### src/rtl/demux12_fredkin.sv
// Reversible 1:2 demultiplexer: one Fredkin gate per bit (C tied to ancilla 0),
// a registered valid/ready output stage, per-channel counters and an un-compute self-check.
module demux12_fredkin #(
  parameter int WIDTH = 8,
  parameter int CNT_W = 16
) (
  input  logic             clk,
  input  logic             rst,
  input  logic             in_valid,
  output logic             in_ready,
  input  logic             in_sel,
  input  logic [WIDTH-1:0] in_data,
  input  logic [WIDTH-1:0] in_anc,
  output logic             out0_valid,
  input  logic             out0_ready,
  output logic [WIDTH-1:0] out0_data,
  output logic             out1_valid,
  input  logic             out1_ready,
  output logic [WIDTH-1:0] out1_data,
  output logic [WIDTH-1:0] garbage,
  output logic [CNT_W-1:0] cnt0,
  output logic [CNT_W-1:0] cnt1,
  output logic             anc_err,
  output logic             rev_err
);

  // Handshake: a word moves across an interface in every cycle where its valid
  // and ready are both 1; valid never depends on ready, in_ready depends only
  // on the held flag and the ready of the channel the held word is bound for.

  logic             held_q, held_d;
  logic             sel_q;
  logic [WIDTH-1:0] p_q, q_q, r_q, shadow_q;
  logic [CNT_W-1:0] cnt0_q, cnt1_q;
  logic             anc_err_q, rev_err_q;

  logic [WIDTH-1:0] fa, fp, fq, fr;
  logic [WIDTH-1:0] up, uq, ur;
  logic             sel_ready, drain, accept, anc_bad, load, mismatch;

  // Forward Fredkin rank: A=sel, B=data, C=anc
  assign fa = {WIDTH{in_sel}};
  assign fp = fa;
  assign fq = (~fa & in_data) | (fa & in_anc);
  assign fr = (fa & in_data) | (~fa & in_anc);

  // Second rank fed with the held (P,Q,R) must restore (sel, data, 0)
  assign up = p_q;
  assign uq = (~p_q & q_q) | (p_q & r_q);
  assign ur = (p_q & q_q) | (~p_q & r_q);
  assign mismatch = (up != {WIDTH{sel_q}}) || (uq != shadow_q) || (ur != '0);

  assign sel_ready = sel_q ? out1_ready : out0_ready;
  assign drain     = held_q & sel_ready;
  assign in_ready  = ~held_q | sel_ready;
  assign accept    = in_valid & in_ready;
  assign anc_bad   = (in_anc != '0);
  assign load      = accept & ~anc_bad;

  always_comb begin
    held_d = held_q;
    if (load)       held_d = 1'b1;
    else if (drain) held_d = 1'b0;
  end

  always_ff @(posedge clk or posedge rst) begin
    if (rst) begin
      held_q    <= 1'b0;
      sel_q     <= 1'b0;
      p_q       <= '0;
      q_q       <= '0;
      r_q       <= '0;
      shadow_q  <= '0;
      cnt0_q    <= '0;
      cnt1_q    <= '0;
      anc_err_q <= 1'b0;
      rev_err_q <= 1'b0;
    end else begin
      held_q <= held_d;
      if (load) begin
        sel_q    <= in_sel;
        p_q      <= fp;
        q_q      <= fq;
        r_q      <= fr;
        shadow_q <= in_data;
      end
      if (drain && !sel_q) cnt0_q <= cnt0_q + CNT_W'(1);
      if (drain && sel_q)  cnt1_q <= cnt1_q + CNT_W'(1);
      anc_err_q <= anc_err_q | (accept & anc_bad);
      rev_err_q <= rev_err_q | (held_q & mismatch);
    end
  end

  // Data and garbage read as zero whenever nothing is held
  assign out0_valid = held_q & ~sel_q;
  assign out1_valid = held_q & sel_q;
  assign out0_data  = held_q ? q_q : '0;
  assign out1_data  = held_q ? r_q : '0;
  assign garbage    = held_q ? p_q : '0;
  assign cnt0       = cnt0_q;
  assign cnt1       = cnt1_q;
  assign anc_err    = anc_err_q;
  assign rev_err    = rev_err_q;

endmodule

### config.mk
export PLATFORM = sky130hd
export DESIGN_NAME = demux12_fredkin
export DESIGN_NICKNAME = d
export VERILOG_FILES = /design/src/rtl/demux12_fredkin.sv
export SDC_FILE = /design/constraint.sdc
export NUM_CORES = 1
export LEC_CHECK = 0
export ABC_AREA = 1
export ABC_CLOCK_PERIOD_IN_PS = 2700
export CORE_MARGIN = 3
export CORE_UTILIZATION = 49
export CTS_CLUSTER_DIAMETER = 80
export DETAILED_ROUTE_END_ITERATION = 8
export MAX_ROUTING_LAYER = met4
export PLACE_DENSITY = 0.8
export SETUP_SLACK_MARGIN = 0.4
export SYNTH_ARGS = -nofsm -noshare
export SYNTH_HDL_FRONTEND = slang
export SYNTH_SLANG_ARGS = --single-unit
export TNS_END_PERCENT = 10
### constraint.sdc
create_clock -name clk -period 2.7 [get_ports clk]
set_input_delay 0.81 -clock clk [delete_from_list [all_inputs] [get_ports clk]]
set_output_delay 0.81 -clock clk [all_outputs]
set_load 0.03 [all_outputs]
==> flow_summary_export.csv, run 1 <==
group,metric,value,unit
synthesis,ys_seq_elements,60,
power_and_ir_drop,total_leakage_power,2.384,nW
cts,hold_buffers,0,
min_path,hold_class,"register to register",
power_and_ir_drop,power_frac_comb,10.5,%
timing,tightestPinTransition,0.5461,ns
timing,hold_violations,0,
floorplanning,row_count,29,
synthesis,syn_inst,425,
cts,clk_latency,0.33,ns
placed_design,place_congestion,0.8602,
routing,wire_per_inst,13.59,µm
status,outcome,"complete, no violations",
finish,nets,532,
power_and_ir_drop,pwr_density_cell,448.2,nW/µm²
power_and_ir_drop,vdd_drop_max,0.2220,mV
cts,cts_inserted_buffers,9,
power_and_ir_drop,p_int,0.001458,W
finish,layout_commonest_cell,"nand2_1",
routing,drtAntennaViolNets,0,
worst_setup_path,path_max_fanout,7,
cts,cts_tree,"yes",
worst_setup_path,crit_type,"register to output port",
cts,cts-root-buf,"clkbuf_8",
routing,num_vias,2976,
floorplanning,start_util,51.08,%
synthesis,syn-num-nets,449,
finish,fill_cells,554,
cts,path_clk_slew,0.07,ns
synthesis,yosys_warnings,0,
global_routing,grt_pass1_wl,13080,µm
routing,wirelength,8007,µm
timing,setup_viol,0,
finish,antenna_cells,0,
routing,route.detailed.drc,0,
worst_setup_path,worstPathRequired,1.89,ns
timing,layout_worst_path_cycle_share,93.19,%
timing,rsz0062_at_grt,"true",
floorplanning,fp.coreArea,6422,µm²
timing,setup_tns,0,ns
power_and_ir_drop,seqPwrFrac,49.4,%
finish,seqCellArea,1503,µm²
global_routing,grt_max_degree,26,
finish,layout_common_cells,"139 x nand2_1, 59 x dfrtp_1, 57 x clkdlybuf4s50_1",
global_routing,grt_pass1_vias,2779,
synthesis,synth.distinct_cells,30,
floorplanning,dieWidth,87.83,µm
cts,cts_buffer_depth,2,
cts,cts_max_level,3,
placed_design,hpwl,6056,µm
floorplanning,fp.dieH,87.83,µm
global_routing,track_usage,22.56,%
timing,slew_headroom,63.54,%
cts,cts_sinks,60,
power_and_ir_drop,p_sw,0.0004860,W
timing,drv_slew,0,
global_routing,grt-ovfl-total,0,
power_and_ir_drop,clockPowerShare,40.1,%
timing,period_needed,2.516,ns
global_routing,antenna_found_initial,0,
power_and_ir_drop,switching_share,25.01,%
finish,drive_gt1_share,9.766,%
finish,multi_input_area,1444,µm²
routing,drt_first_pass_iters,4,
synthesis,avgSynthCellArea,7.719,µm²
finish,area_growth_syn_to_layout,32.19,%
synthesis,syn_area,3281,µm²
finish,final_area,4337,µm²
routing,avgViaCountPerCell,5.053,
routing,drt-initial-drc-count,106,
timing,skew,0.007266,ns
worst_setup_path,end_kind,"output port",
synthesis,ys_seq_area_share,45.77,%
timing,fmax,397.4,MHz
worst_setup_path,cp.arrival,1.71,ns
placed_design,pre_cts_slack,0.1911,ns
floorplanning,io-pin-count,83,
floorplanning,die_area,7713,µm²
placed_design,placed_area,4158,µm²
timing,layout_setup_ws,0.1839,ns
placed_design,port_buffers,82,
job,maxCapViolCount,0,
worst_setup_path,crit_path_start_kind,"register",
## repair_timing
| action | CTS | global route |
|---|---|---|
| endpoints found under the setup margin | 28 | 41 |
| hold endpoints to repair | 0 | 0 |
| buffers inserted | 0 | 0 |
| resized for setup | 23 | 4 |
## worst paths after layout
kind	startpoint	to	slack (ns)	cells past startpoint
setup / recovery	held_q	out0_data[6]	0.18	4
setup reg to reg	p_q[0]	r_q[7]	0.97	8
hold / removal	cnt0[15]	cnt0[15]	0.47	1
max in group asynchronous	rst	cnt1[3]	1.27	3
hold reg to reg	cnt0[15]	cnt0[15]	0.47	1
min in group asynchronous	rst	cnt0[14]	0.85	2
## metal layers
layer	track usage [%]	vias up	routed length (µm)	share of wire (%)
li1	-	1466	-	-
met1	27.70	1435	3403	43
met2	37.74	63	4187	52
met3	3.669	12	295	3.7
met4	7.671	0	120	1.5
met5	-	-	0	0
## Yosys cell counts
cell / instances / area share, %
nand2_1: 139 / 16
dfrtp_1: 60 / 46
inv_1: 49 / 5.6
nor2_1: 43 / 4.9
xor2_1: 16 / 4.3
nand3_1: 15 / 2.3
buf_4: 13 / 3.0
o21ai_0: 12 / 1.8
o21ai_1: 12 / 1.8
xnor2_1: 11 / 2.9
a21oi_1: 9 / 1.4
inv_2: 5 / 0.57
nand3b_1: 5 / 1.1
buf_2: 4 / 0.61
clkbuf_1: 4 / 0.46
nor2_2: 4 / 0.76
nor3_1: 4 / 0.61
nor3_2: 3 / 0.92
ha_1: 2 / 0.76
nand3_2: 2 / 0.61
nand4_1: 2 / 0.38
nor2_4: 2 / 0.69
o211ai_1: 2 / 0.46
a41oi_1: 1 / 0.27
mux2_2: 1 / 0.34
nand2_4: 1 / 0.34
nand3_4: 1 / 0.53
nor3b_1: 1 / 0.23
o211ai_2: 1 / 0.38
o21bai_1: 1 / 0.23
## logic make-up (layout without fill, tap and decap cells)
family	after synthesis	in the layout	share of synthesized area [%]
and+or+nand+nor	222	222	29.33
buffers and inverters	75	162	10.22
DFF	60	60	45.77
AOI/OAI and AO/OA	38	38	6.369
xor gates and xnor gates	27	27	7.208
adders and majority gates	2	2	0.7627
muxes	1	1	0.3432
## area by class of cell
type                       instances  area share [%]
timing repair buffer              93           20.77
clock inverter                     5           1.212
sequential                        60           34.65
inverter                          54           4.674
tap                               77           2.222
multi-input combinational        290           33.29
clock buffer                      10           3.174
## state kept, by name (all words and copies together), names as in the netlist
register / count
cnt0: 16
cnt1: 16
q_q: 8
r_q: 8
shadow_q: 8
anc_err: 1
held_q: 1
p_q: 1
rev_err: 1
## power by group through the flow
stage	Combinational, W	Clock (W)	Sequential (W)
final	0.000205	0.000779	0.000959
after global routing	0.000230	0.000840	0.000962
after CTS	0.000206	0.000791	0.000959
after detailed placement	0.000205	0	0.000975
after global placement	0.000200	0	0.000974
after floorplan	0.000114	0	0.000976
## critical path, stage by stage, from the launching register on
cell,delay [ns]
dfrtp_2,0.44
buf_4,0.18
nand2_1,0.06
inv_1,0.04
clkdlybuf4s50_1,0.65
## metrics by stage
step	hold slack [ns]	instances	power (W)	util [%]
CTS	0.4741	589	0.001956	67.37
detailed placement	0.4605	574	0.001180	64.74
global route	0.4977	589	0.002032	67.52
global placement	0.4555	574	0.001173	64.74
floorplan	0.4719	425	0.001090	-
finish	0.4705	589	0.001944	67.52
No activity file was read; power rests on OpenSTA's default activity.
==> inputs of run 2 (changes only) <==
--- a/config.mk
+++ b/config.mk
@@ -7,7 +7,6 @@
 export LEC_CHECK = 0
 export ABC_AREA = 1
 export ABC_CLOCK_PERIOD_IN_PS = 2700
-export CORE_MARGIN = 3
 export CORE_UTILIZATION = 49
 export CTS_CLUSTER_DIAMETER = 80
 export DETAILED_ROUTE_END_ITERATION = 8
==> flow_summary_export.csv, run 2 (same netlist as run 1, synthesis figures left out) <==
group,metric,value,unit
timing,setup_tns,0,ns
job,maxCapViolCount,0,
placed_design,port_buffers,82,
power_and_ir_drop,p_sw,0.0005209,W
worst_setup_path,crit_type,"register to output port",
floorplanning,row_count,29,
global_routing,grt-ovfl-total,0,
worst_setup_path,crit_path_start_kind,"register",
floorplanning,start_util,51.08,%
power_and_ir_drop,pwr_density_cell,488.9,nW/µm²
timing,hold_violations,0,
cts,cts-root-buf,"clkbuf_8",
routing,wire_per_inst,13.49,µm
routing,drtAntennaViolNets,0,
worst_setup_path,r2r_start,"p_q[0]",
worst_setup_path,r2r-end,"q_q[3]",
cts,cts_max_level,3,
cts,hold_buffers,0,
global_routing,grt_pass1_vias,2865,
finish,nets,532,
worst_setup_path,r2r_setup_slack,0.81,ns
floorplanning,dieWidth,83.83,µm
finish,area_growth_syn_to_layout,34.06,%
min_path,min_path_cells,2,
power_and_ir_drop,p_int,0.001629,W
worst_setup_path,cp.arrival,1.56,ns
status,failed_checks,"DRC",
timing,period_needed,2.369,ns
timing,rsz0062_at_grt,"true",
finish,finalNonFillerCells,590,
finish,layout_common_cells,"139 x nand2_1, 59 x dfrtp_1, 57 x clkdlybuf4s50_1",
global_routing,grt_max_degree,41,
finish,drive_gt1_share,10.33,%
routing,wirelength,7958,µm
worst_setup_path,worst-r2r-cell-count,9,
min_path,hold_class,"register to register",
placed_design,dp.cells,571,
timing,skew,0.006234,ns
timing,tightestPinTransition,0.4713,ns
power_and_ir_drop,clockPowerShare,45.9,%
power_and_ir_drop,vdd_drop_max,0.4162,mV
timing,drv_slew,0,
floorplanning,io-pin-count,83,
global_routing,antenna_found_initial,0,
cts,cts_tree,"yes",
timing,fmax,422.2,MHz
cts,clk_latency,0.35,ns
cts,cts_buffer_depth,2,
status,outcome,"finished with violations",
min_path,hold_path_end,"rev_err",
timing,layout_worst_path_cycle_share,87.73,%
floorplanning,die_area,7027,µm²
worst_setup_path,path_cells,"nand2_1, inv_1, clkdlybuf4s50_1",
worst_setup_path,path_max_fanout,7,
floorplanning,fp.dieH,83.83,µm
worst_setup_path,slowest_stage,"clkdlybuf4s50_1",
routing,route.detailed.drc,6,
worst_setup_path,worstPathRequired,1.89,ns
timing,setup_viol,0,
placed_design,pre_cts_slack,0.08651,ns
timing,slew_headroom,68.54,%
power_and_ir_drop,total_leakage_power,2.381,nW
routing,drt-initial-drc-count,262,
finish,layout_commonest_cell,"nand2_1",
cts,cts_inserted_buffers,9,
global_routing,grt_pass1_wl,13320,µm
power_and_ir_drop,power_frac_comb,9.5,%
routing,avgViaCountPerCell,5.125,
placed_design,hpwl,5736,µm
cts,path_clk_slew,0.07,ns
finish,antenna_cells,0,
global_routing,track_usage,24.75,%
timing,layout_setup_ws,0.3312,ns
power_and_ir_drop,switching_share,24.23,%
power_and_ir_drop,seqPwrFrac,44.5,%
routing,drt_first_pass_iters,7,
routing,num_vias,3024,
cts,cts_sinks,60,
worst_setup_path,cpPeakStageDelay,0.67,ns
placed_design,place_congestion,0.8356,
floorplanning,fp.coreArea,6422,µm²
worst_setup_path,end_kind,"output port",
min_path,hp-start,"rev_err",
run 2: through the flow:
stage	power, W	util [%]	area [µm²]	hold slack (ns)
floorplan	0.001090	-	3281	0.4719
global placement	0.001169	64.39	4135	0.4479
detailed placement	0.001176	64.39	4135	0.4594
CTS	0.002154	68.03	4369	0.4753
global route	0.002225	68.48	4398	0.5109
finish	0.002150	68.48	4398	0.4643
run 2: worst max-delay path by stage:
| stage | cells past startpoint | slack (ns) | endpoint | start |
|---|---|---|---|---|
| floorplan | 1 | 0.41 | anc_err | rst |
| global placement | 4 | 0.08 | in_ready | out1_ready |
| global route | 3 | 0.25 | out0_data[2] | held_q |
| detailed placement | 4 | 0.09 | in_ready | out1_ready |
| finish | 3 | 0.33 | out0_data[2] | held_q |
| CTS | 4 | 0.13 | in_ready | out0_ready |
run 2: worst max-delay path, delay by kind of cell (launching register included):
family / cells / cell delay, ns
and+or+nand+nor: 1 / 0.07
DFF: 1 / 0.43
buffers and inverters: 2 / 0.72
run 2: final cells by class:
cell class | instances | area [µm²]
repair buffers | 93 | 903.4
multi-input cells | 290 | 1453
clock inverters | 6 | 112.6
fillers | 494 | 2024
flip-flops and latches | 60 | 1503
inverters | 54 | 202.7
clock buffers | 10 | 127.6
well taps | 77 | 96.34
run 2: power by group through the flow:
stage | clock network (W) | registers [W] | logic, W
detailed placement | 0 | 0.000974 | 0.000203
global placement | 0 | 0.000972 | 0.000196
finish | 0.000988 | 0.000958 | 0.000205
floorplan | 0 | 0.000976 | 0.000114
CTS | 0.000992 | 0.000957 | 0.000206
global route | 0.00103 | 0.000961 | 0.000231
run 2: metal layers:
metal | vias up | wire (µm) | part of all wire (%) | GRT usage (%)
met2 | 104 | 4127 | 52 | 40.39
met5 | - | 0 | 0 | -
met4 | 0 | 149 | 1.9 | 11.13
li1 | 1466 | - | - | -
met1 | 1441 | 3294 | 41 | 30.26
met3 | 13 | 386 | 4.9 | 4.253
run 2: what timing repair did:
item	CTS	global route
gates resized for setup	27	7
endpoints found under the hold margin	0	0
buffers inserted	0	3
pin swaps	1	1
setup endpoints to repair	32	43
==> inputs of run 3 (changes only) <==
--- a/config.mk
+++ b/config.mk
@@ -12,6 +12,7 @@
 export DETAILED_ROUTE_END_ITERATION = 8
 export MAX_ROUTING_LAYER = met4
 export PLACE_DENSITY = 0.8
+export RECOVER_POWER = 25
 export SETUP_SLACK_MARGIN = 0.4
 export SYNTH_ARGS = -nofsm -noshare
 export SYNTH_HDL_FRONTEND = slang
==> flow_summary_export.csv, run 3 (same netlist as run 1, synthesis figures left out) <==
group,metric,value,unit
timing,drv_slew,0,
routing,num_vias,3035,
finish,layout_commonest_cell,"nand2_1",
finish,antenna_cells,0,
floorplanning,row_count,29,
global_routing,grt_use_met3,4.253,%
cts,path_clk_slew,0.07,ns
worst_setup_path,crit_path_start_kind,"register",
cts,cts_sinks,60,
cts,hold_buffers,0,
worst_setup_path,cp.arrival,1.62,ns
power_and_ir_drop,vdd_drop_max,0.4152,mV
cts,cts_inserted_buffers,9,
finish,fill_cells,506,
power_and_ir_drop,p_int,0.001626,W
floorplanning,dieWidth,83.83,µm
timing,slew_headroom,46.94,%
worst_setup_path,crit_type,"register to output port",
cts,cts_buffer_depth,2,
routing,wirelength,7974,µm
min_path,min_path_cells,2,
routing,drtAntennaViolNets,0,
global_routing,grt-ovfl-total,0,
timing,setup_viol,0,
timing,hold_violations,0,
finish,drive_gt1_share,8.187,%
cts,cts-root-buf,"clkbuf_8",
worst_setup_path,end_kind,"output port",
finish,nets,532,
floorplanning,fp.dieH,83.83,µm
global_routing,grt_use_met1,30.26,%
placed_design,port_buffers,82,
floorplanning,die_area,7027,µm²
power_and_ir_drop,p_sw,0.0005189,W
timing,skew,0.006339,ns
timing,worst_hold_slack,0.4648,ns
placed_design,place_congestion,0.8356,
routing,route.detailed.drc,6,
min_path,hold_class,"register to register",
routing,drt_first_pass_iters,8,
worst_setup_path,worstPathRequired,1.89,ns
global_routing,grt_pass1_wl,13320,µm
finish,area_growth_syn_to_layout,32.23,%
timing,setup_tns,0,ns
floorplanning,start_util,51.08,%
worst_setup_path,worst-r2r-cell-count,7,
cts,clk_latency,0.35,ns
global_routing,track_usage,24.75,%
power_and_ir_drop,seqPwrFrac,44.6,%
finish,layout_common_cells,"140 x nand2_1, 60 x dfrtp_1, 56 x clkdlybuf4s50_1",
global_routing,top_usage_layer,"met2",
global_routing,antenna_found_initial,0,
global_routing,grt_max_degree,41,
timing,fmax,411.7,MHz
floorplanning,fp.coreArea,6422,µm²
global_routing,met2_usage,40.39,%
worst_setup_path,r2r_setup_slack,0.55,ns
placed_design,dp.cells,571,
timing,tightestPinTransition,0.7951,ns
timing,rsz0062_at_grt,"true",
routing,drt-initial-drc-count,243,
status,failed_checks,"DRC",
worst_setup_path,path_max_fanout,7,
power_and_ir_drop,total_leakage_power,2.368,nW
finish,finalNonFillerCells,590,
job,maxCapViolCount,0,
cts,cts_tree,"yes",
timing,layout_worst_path_cycle_share,89.96,%
timing,period_needed,2.429,ns
routing,avgViaCountPerCell,5.144,
floorplanning,io-pin-count,83,
cts,cts_max_level,3,
power_and_ir_drop,power_frac_comb,9.3,%
global_routing,grt_pass1_vias,2865,
power_and_ir_drop,switching_share,24.19,%
placed_design,hpwl,5736,µm
power_and_ir_drop,pwr_density_cell,494.5,nW/µm²
routing,wire_per_inst,13.52,µm
power_and_ir_drop,clockPowerShare,46.1,%
status,outcome,"finished with violations",
## run 3: final cells by class
class / count / area (µm²) / area share (%)
Inverter: 54 / 202.7 / 4.673
Tap cell: 77 / 96.34 / 2.221
Clock buffer: 10 / 127.6 / 2.942
Timing Repair Buffer: 93 / 887.1 / 20.45
Multi-Input combinational cell: 290 / 1410 / 32.51
Sequential cell: 60 / 1501 / 34.61
Clock inverter: 6 / 112.6 / 2.596
## run 3: worst max-delay path, cell delays in order, from the launching register on
cell             delay, ns
dfrtp_1               0.47
nand2_1               0.08
inv_1                 0.05
clkdlybuf4s50_1       0.68
## run 3: power by group through the flow
stage	combinational (W)	sequential (W)	clock (W)
2_1_floorplan	0.000114	0.000976	0
3_3_place_gp	0.000196	0.000972	0
3_5_place_dp	0.000203	0.000974	0
4_1_cts	0.000206	0.000957	0.000992
5_1_grt	0.000226	0.000961	0.00103
6_report	0.000200	0.000958	0.000988
## run 3: worst paths after layout
path | start | end
worst max-delay path | held_q | out0_data[2]
worst min-delay path | rev_err | rev_err
worst max register to register | held_q | cnt0[9]
worst min register to register | rev_err | rev_err
max in group asynchronous | rst | q_q[5]
min in group asynchronous | rst | cnt1[14]
## run 3: per-stage QoR
step | setup WS [ns] | cell area (µm²) | power [W] | utilization (%)
after global routing | 0.1720 | 4338 | 0.002220 | 67.54
final | 0.2710 | 4338 | 0.002145 | 67.54
after floorplan | 0.4053 | 3281 | 0.001090 | -
after detailed placement | 0.08651 | 4135 | 0.001176 | 64.39
after CTS | 0.1338 | 4369 | 0.002154 | 68.03
after global placement | 0.07672 | 4135 | 0.001169 | 64.39
## run 3: timing repair
item | in CTS | in global routing
pin swaps | 1 | 1
buffers inserted | 0 | 3
resized for setup | 27 | 7
endpoints found under the setup margin | 32 | 43
## run 3: per-layer routing
metal	wire length, µm	vias up
met4	149	0
met1	3302	1454
met2	4156	100
met3	365	13
li1	-	1468
met5	0	-
